**src/rtl/async_mem_pkg.sv**
```systemverilog
// Shared definitions for the phase-multiplexed memory and its request-side client.
// The memory wrapper uses the same phase constants, so both sides agree on which
// phase of the 2-bit counter reads and which phase writes.
package async_mem_pkg;

  typedef enum logic [2:0] {
    IDLE    = 3'd0,
    RD_WAIT = 3'd1,
    RD_CAP  = 3'd2,
    WR_WAIT = 3'd3,
    RESP    = 3'd4
  } state_t;

  localparam logic [1:0] PHASE_READ  = 2'b00;
  localparam logic [1:0] PHASE_WRITE = 2'b10;

endpackage

```
**src/rtl/async_mem_client.sv**
```systemverilog
// Request-side controller for the phase-multiplexed memory.
// Takes one read/write request at a time, waits for the matching memory phase,
// and returns one response per request.
//
// state   | meaning
// --------+-----------------------------------------------------------
// IDLE    | ready for a new request (o_req_ready=1)
// RD_WAIT | read address on the bus, waiting for the read phase
// RD_CAP  | memory data valid this cycle, captured into response reg
// WR_WAIT | write address/data on the bus, strobe fires in write phase
// RESP    | response presented until consumed
//
// Ports:
//   i_clk, i_rst          clock and synchronous active-high reset
//   i_counter             free-running memory phase from the clock generator
//   i_req_*, o_req_ready  request channel (valid/ready)
//   o_rsp_*, i_rsp_ready  response channel (valid/ready)
//   o_mem_*, i_mem_rdata  phased memory port
module async_mem_client
  import async_mem_pkg::*;
#(
  parameter int ADDR_W = 8,
  parameter int DATA_W = 32
) (
  input  logic              i_clk,
  input  logic              i_rst,
  input  logic [1:0]        i_counter,
  input  logic              i_req_valid,
  output logic              o_req_ready,
  input  logic              i_req_write,
  input  logic [ADDR_W-1:0] i_req_addr,
  input  logic [DATA_W-1:0] i_req_wdata,
  output logic              o_rsp_valid,
  input  logic              i_rsp_ready,
  output logic [DATA_W-1:0] o_rsp_rdata,
  output logic [ADDR_W-1:0] o_mem_raddr,
  input  logic [DATA_W-1:0] i_mem_rdata,
  output logic [ADDR_W-1:0] o_mem_waddr,
  output logic              o_mem_write,
  output logic [DATA_W-1:0] o_mem_wdata
);

  state_t            r_state;
  logic              r_req_ready;
  logic              r_rsp_valid;
  logic [ADDR_W-1:0] r_addr;
  logic [DATA_W-1:0] r_wdata;
  logic [DATA_W-1:0] r_rdata;
  logic              w_mem_write;

  always_ff @(posedge i_clk) begin
    if (i_rst) begin
      r_state     <= IDLE;
      r_req_ready <= 1'b1;
      r_rsp_valid <= 1'b0;
      r_addr      <= '0;
      r_wdata     <= '0;
      r_rdata     <= '0;
    end else begin
      case (r_state)
        IDLE: begin
          if (i_req_valid) begin
            r_addr      <= i_req_addr;
            r_wdata     <= i_req_wdata;
            r_req_ready <= 1'b0;
            r_state     <= i_req_write ? WR_WAIT : RD_WAIT;
          end
        end
        RD_WAIT: begin
          if (i_counter == PHASE_READ) r_state <= RD_CAP;
        end
        RD_CAP: begin
          // memory returns data the cycle after its read phase
          r_rdata     <= i_mem_rdata;
          r_rsp_valid <= 1'b1;
          r_state     <= RESP;
        end
        WR_WAIT: begin
          if (i_counter == PHASE_WRITE) begin
            r_rdata     <= '0;
            r_rsp_valid <= 1'b1;
            r_state     <= RESP;
          end
        end
        RESP: begin
          // pop returns to IDLE; the next accept can only happen a cycle later
          if (i_rsp_ready) begin
            r_rsp_valid <= 1'b0;
            r_req_ready <= 1'b1;
            r_state     <= IDLE;
          end
        end
        default: begin
          r_state     <= IDLE;
          r_req_ready <= 1'b1;
          r_rsp_valid <= 1'b0;
        end
      endcase
    end
  end

  // Strobe is decoded from state and phase so it lines up with the memory's
  // write phase; reset masks it so a write in flight never lands.
  assign w_mem_write = (r_state == WR_WAIT) && (i_counter == PHASE_WRITE) && !i_rst;

  assign o_req_ready = r_req_ready;
  assign o_rsp_valid = r_rsp_valid;
  assign o_rsp_rdata = r_rdata;
  assign o_mem_raddr = r_addr;
  assign o_mem_waddr = r_addr;
  assign o_mem_wdata = r_wdata;
  assign o_mem_write = w_mem_write;

endmodule

```
**config.mk**
```make
export PLATFORM = sky130hd
export DESIGN_NAME = async_mem_client
export DESIGN_NICKNAME = d
export VERILOG_FILES = /design/src/rtl/async_mem_pkg.sv /design/src/rtl/async_mem_client.sv
export SDC_FILE = /design/constraint.sdc
export NUM_CORES = 1
export LEC_CHECK = 0
export CORE_MARGIN = 8
export CORE_UTILIZATION = 45
export CTS_BUF_LIST = sky130_fd_sc_hd__clkbuf_8
export CTS_CLUSTER_DIAMETER = 60
export DETAILED_ROUTE_END_ITERATION = 6
export DONT_BUFFER_PORTS = 1
export GPL_TIMING_DRIVEN = 1
export HOLD_SLACK_MARGIN = 0.12
export SYNTH_ARGS = -nofsm -noshare
export SYNTH_HDL_FRONTEND = slang
export SYNTH_SLANG_ARGS = --single-unit
```
**constraint.sdc**
```tcl
create_clock -name i_clk -period 1.65 [get_ports i_clk]
set_input_delay 0.33 -clock i_clk [delete_from_list [all_inputs] [get_ports i_clk]]
set_output_delay 0.33 -clock i_clk [all_outputs]
set_load 0.02 [all_outputs]
```
# ---- Yosys cells after proc, flatten, opt, wreduce, memory -nomap -nowiden
# Index checks and enable logic that the tools add are counted.
dict set report word_totals {
  ff_bits 77
  input_bits 79
  out_inout_bits 83
  wordCells 44
}
dict set report classes {
  eq_ne 9
  muxes 14
  n_bitwise 2
  reduce_logical 13
}
# cell n
set ops {}
lappend ops {{$pmux W32 S2} 1}
lappend ops {{$mux W32} 1}
lappend ops {{$pmux W3 S5} 1}
lappend ops {{$mux W3} 4}
lappend ops {{$eq A3 B2 Y1 const B} 2}
lappend ops {{$ne A2 B2 Y1 const B} 3}
lappend ops {{$reduce_and A3 Y1} 2}
lappend ops {{$mux W1} 4}
lappend ops {{$pmux W1 S4} 1}
lappend ops {{$reduce_and A2 Y1} 2}
lappend ops {{$reduce_and A4 Y1} 1}
lappend ops {{$eq A3 B1 Y1 const B} 1}
lappend ops {{$eq A3 B3 Y1 const B} 1}
lappend ops {{$logic_not A3 Y1} 1}
lappend ops {{$pmux W1 S3} 1}
lappend ops {{$reduce_or A3 Y1} 1}
lappend ops {{$eq A2 B2 Y1 const B} 1}
lappend ops {{$logic_and A1 B1 Y1} 2}
lappend ops {{$logic_not A2 Y1} 1}
lappend ops {{$mux W2} 1}
lappend ops {{$ne A2 B1 Y1 const B} 1}
lappend ops {{$not A1 Y1} 2}
lappend ops {{$reduce_bool A2 Y1} 1}
lappend ops {{$reduce_or A2 Y1} 1}
lappend ops {{$logic_not A1 Y1} 1}

# ---- Longest topological paths before layout
dict set report depth {
  depth_word 4
  mapped_depth 6
  depth_no_buf 3
}

# ---- Worst setup path before layout
# OpenSTA, ideal clock, no wires.
dict set report synth_timing {
  kind {register to output}
  from {register r_state[1]}
  to {output port o_mem_write}
  arrival_ps 1159
  t_required_ps 1320
  setup_slack_ps 161
  path_stages_with_launch 6
  path_buffers 3
  path_cell_list {dfxtp_1 > buf_2 > nand2b_1 > clkbuf_1 > buf_2 > nor2_1}
}
dict set report synth_via {
  elab_chain_len 3
}
# element line_no
set synth_rtl {}
lappend synth_rtl {{start, declared} async_mem_client.sv:43} ;# state_t r_state;
lappend synth_rtl {{start signal, assigned} async_mem_client.sv:66} ;# r_state <= i_req_write ? WR_WAIT : RD_WAIT;
lappend synth_rtl {{$eq A3 B2 Y1} async_mem_client.sv:104} ;# assign w_mem_write = (r_state == WR_WAIT) && (i_counter == PHASE_WRITE) && !i_rst;
lappend synth_rtl {{$logic_and A1 B1 Y1 (2 in series)} async_mem_client.sv:104}
lappend synth_rtl {{end, declared} async_mem_client.sv:39} ;# output logic o_mem_write,
# Every way passes these cells.

# ---- Final worst setup path
dict set report layout_timing {
  from {register r_state[0]}
  to {output port o_mem_write}
}
# Same word-level chain as after synthesis.

==> load_flow_metrics.sql <==
INSERT INTO impl_metrics (metric_group, metric, value, unit) VALUES
('synth', 'post-synth-top-area-cell', 'sky130_fd_sc_hd__dfxtp_1', ''),
('sta', 'fin_setup_tns', '0', 'ns'),
('cells_and_area', 'nets', '422', ''),
('clock_network', 'cts_max_level', '3', ''),
('route', 'viasPerCell', '5.77', ''),
('synth', 'synth_warnings', '0', ''),
('synth', 'post_synth_inst_count', '364', ''),
('sta', 'max_slew.worst_pin.slew', '0.436', 'ns'),
('critical_path', 'critical_register_to_register_path_endpoint', 'o_mem_wdata[1]', ''),
('clock_network', 'clkLatencyLatePin', '0.33', 'ns'),
('route', 'firstDrtPassIters', '4', ''),
('sta', 'hold_violations', '0', ''),
('synth', 'synth.yosys.seq_area_share', '50.5', '%'),
('synth', 'syn-mean-instance-area', '8.38', 'um^2'),
('route', 'dr.first_iter.drc_count', '105', ''),
('global_route', 'first_global_vias', '2364', ''),
('critical_path', 'setup.worst_path.start_class', 'register', ''),
('cells_and_area', 'layout-drive-gt1-share', '8.91', '%'),
('sta', 'final_period_minus_worst_setup_slack', '1.56', 'ns'),
('cells_and_area', 'n_fill_cell', '650', ''),
('worst_hold_path', 'number_of_instances_on_the_worst_hold_path', '1', ''),
('global_route', 'antenna_found_initial', '0', ''),
('clock_network', 'worst_setup_hold_path_clk_slew', '0.07', 'ns'),
('power', 'ir_drop', '582', 'uV'),
('power', 'areal_power_density_over_the_cells', '1340', 'nW/um^2'),
('status', 'outcome', 'complete, no violations', ''),
('floorplan', 'floorplan.initialDensity', '45.7', '%'),
('critical_path', 'cp.arrival', '1.23', 'ns'),
('critical_path', 'worstSetupEndpointType', 'output port', ''),
('cells_and_area', 'final_design_area_no_fill', '3280', 'um^2'),
('clock_network', 'cts_made_buffers', '9', ''),
('power', 'p_leak', '1.12', 'nW'),
('cells_and_area', 'syn_to_final_growth', '7.38', '%'),
('global_route', 'globalRoute.totalOverflow', '0', ''),
('place', 'post_dp_cell_area', '3020', 'um^2'),
('worst_hold_path', 'min_path_type', 'input pin to register', ''),
('floorplan', 'fp.dieH', '98.3', 'um'),
('global_route', 'grt_max_degree', '79', ''),
('critical_path', 'critical_path.endpoint', 'o_mem_write', ''),
('run', 'max_cap_viol_count', '0', ''),
('route', 'routed-via-count', '2468', ''),
('power', 'clockPowerShare', '31.0', '%'),
('power', 'total_power', '4.39', 'mW'),
('sta', 'relSlewSlack', '70.9', '%'),
('route', 'post_drt_wl_per_cell', '18.8', 'um'),
('power', 'internal_power_component', '3.03', 'mW'),
('sta', 'rsz0062_at_grt', 'no', ''),
('critical_path', 'crit_required', '1.32', 'ns'),
('synth', 'post_synth_instance_area', '3050', 'um^2'),
('power', 'swShare', '31.0', '%'),
('critical_path', 'rr_startpoint', 'r_state[2]', ''),
('power', 'power.share.combinational', '14.3', '%'),
('global_route', 'grt_pass1_wl', '12.3', 'mm'),
('power', 'pwr-share-seq', '54.7', '%'),
('critical_path', 'critPathKind', 'register to output port', ''),
('critical_path', 'critical_path.startpoint', 'r_state[0]', ''),
('synth', 'ys_ff_latch', '77', ''),
('clock_network', 'clock_path_buffers', '2', ''),
('global_route', 'grtUsageTotal', '15.5', '%'),
('place', 'finalWeightedCongestion', '0.723', ''),
('place', 'placement.io_buffers', '0', ''),
('floorplan', 'die_x', '98.3', 'um'),
('clock_network', 'cts_root_buf', 'sky130_fd_sc_hd__clkbuf_8', ''),
('critical_path', 'timing.reg2reg.worst_path_depth', '3', ''),
('sta', 'slew_violations', '0', ''),
('route', 'antenna_violating_nets_post_route', '0', ''),
('floorplan', 'number_of_i_o_pins', '162', ''),
('power', 'net_sw_power', '1.36', 'mW'),
('route', 'finalWirelength', '8.06', 'mm'),
('clock_network', 'post-cts-setup-buffers', '0', ''),
('sta', 'finalClockSkew', '0.00938', 'ns');
==> worst max-delay path: stages (launching register included) <==
cell	delay [ns]
sky130_fd_sc_hd__dfxtp_2	0.40
sky130_fd_sc_hd__buf_12	0.16
sky130_fd_sc_hd__nand4bb_1	0.10
sky130_fd_sc_hd__nor2_1	0.09
sky130_fd_sc_hd__buf_4	0.15
==> registers in the layout (all words and copies together) (netlist names) <==
register and count:
o_mem_raddr 8, o_mem_wdata 32, o_rsp_valid 1, o_req_ready 1
o_rsp_rdata 32, r_state 3
==> cell usage after synthesis <==
cell,count
sky130_fd_sc_hd__a2111oi_0,1
sky130_fd_sc_hd__a211oi_1,1
sky130_fd_sc_hd__a21o_1,2
sky130_fd_sc_hd__a21oi_1,74
sky130_fd_sc_hd__a221oi_1,1
sky130_fd_sc_hd__a22oi_1,32
sky130_fd_sc_hd__buf_2,11
sky130_fd_sc_hd__buf_4,9
sky130_fd_sc_hd__buf_6,6
sky130_fd_sc_hd__clkbuf_1,18
sky130_fd_sc_hd__dfxtp_1,77
sky130_fd_sc_hd__nand2_1,83
sky130_fd_sc_hd__nand2b_1,3
sky130_fd_sc_hd__nand3_1,33
sky130_fd_sc_hd__nand4bb_1,1
sky130_fd_sc_hd__nor2_1,3
sky130_fd_sc_hd__nor2b_1,1
sky130_fd_sc_hd__nor3_1,1
sky130_fd_sc_hd__nor3b_2,1
sky130_fd_sc_hd__nor4b_1,1
sky130_fd_sc_hd__nor4b_2,1
sky130_fd_sc_hd__o21ai_0,1
sky130_fd_sc_hd__o22a_1,1
sky130_fd_sc_hd__o31ai_1,1
sky130_fd_sc_hd__or4b_4,1
==> repair_timing <==
item,CTS,global route
endpoints found under the hold margin,77,77
setup endpoints to repair,1,1
resized for setup,2,1
pin swaps,0,0
gates cloned,1,1
==> cell type report <==
| cell class | instances | area (um^2) | share of cell area (%) |
|---|---|---|---|
| clock buffers | 10 | 138 | 4.20 |
| clock inverters | 6 | 55.1 | 1.68 |
| multi-input cells | 243 | 1270 | 38.7 |
| flip-flops and latches | 77 | 1550 | 47.2 |
| well taps | 80 | 100 | 3.06 |
| repair buffers | 12 | 170 | 5.19 |
==> power by group through the flow <==
| stage | sequential [mW] | combinational, mW | clock, mW |
|---|---|---|---|
| floorplan | 2.36 | 0.571 | 0 |
| global placement | 2.44 | 0.569 | 0 |
| detailed placement | 2.45 | 0.583 | 0 |
| CTS | 2.41 | 0.617 | 1.43 |
| global route | 2.43 | 0.698 | 1.49 |
| finish | 2.40 | 0.629 | 1.36 |
==> worst min path at each step <==
stage             startpoint        endpoint  slack (ns)
2_1_floorplan  i_req_addr[0]  o_mem_raddr[0]        0.47
3_3_place_gp           i_rst  o_mem_raddr[0]        0.41
3_5_place_dp           i_rst  o_mem_raddr[1]        0.41
4_1_cts                i_rst  o_mem_raddr[1]        0.04
5_1_grt                i_rst  o_mem_raddr[1]        0.04
6_report               i_rst  o_mem_raddr[1]        0.07
==> through the flow <==
stage	worst slack, ns	util (%)	hold WS, ns	std cells
detailed placement	0.126	45.2	0.408	410
CTS	0.0493	48.6	0.0409	427
finish	0.0902	49.0	0.0659	428
global placement	0.164	45.2	0.406	410
global route	0.00671	49.0	0.0407	428
floorplan	0.161	-	0.466	364
==> routing by layer <==
layer  routed length [um]  GRT usage [%]
met3                  880           6.90
met4                  108           7.20
met2                 3800           25.0
met5                    0              0
met1                 3280           17.2
==> logic make-up (layout without fill, tap and decap cells) <==
group	count (synthesis)	after routing	share of synthesized area [%]
compound gates	114	114	22.0
buf+inv	44	28	8.45
flops	77	77	50.5
simple gates	129	129	19.0
Note: power is estimated with default switching activity, not from simulation.
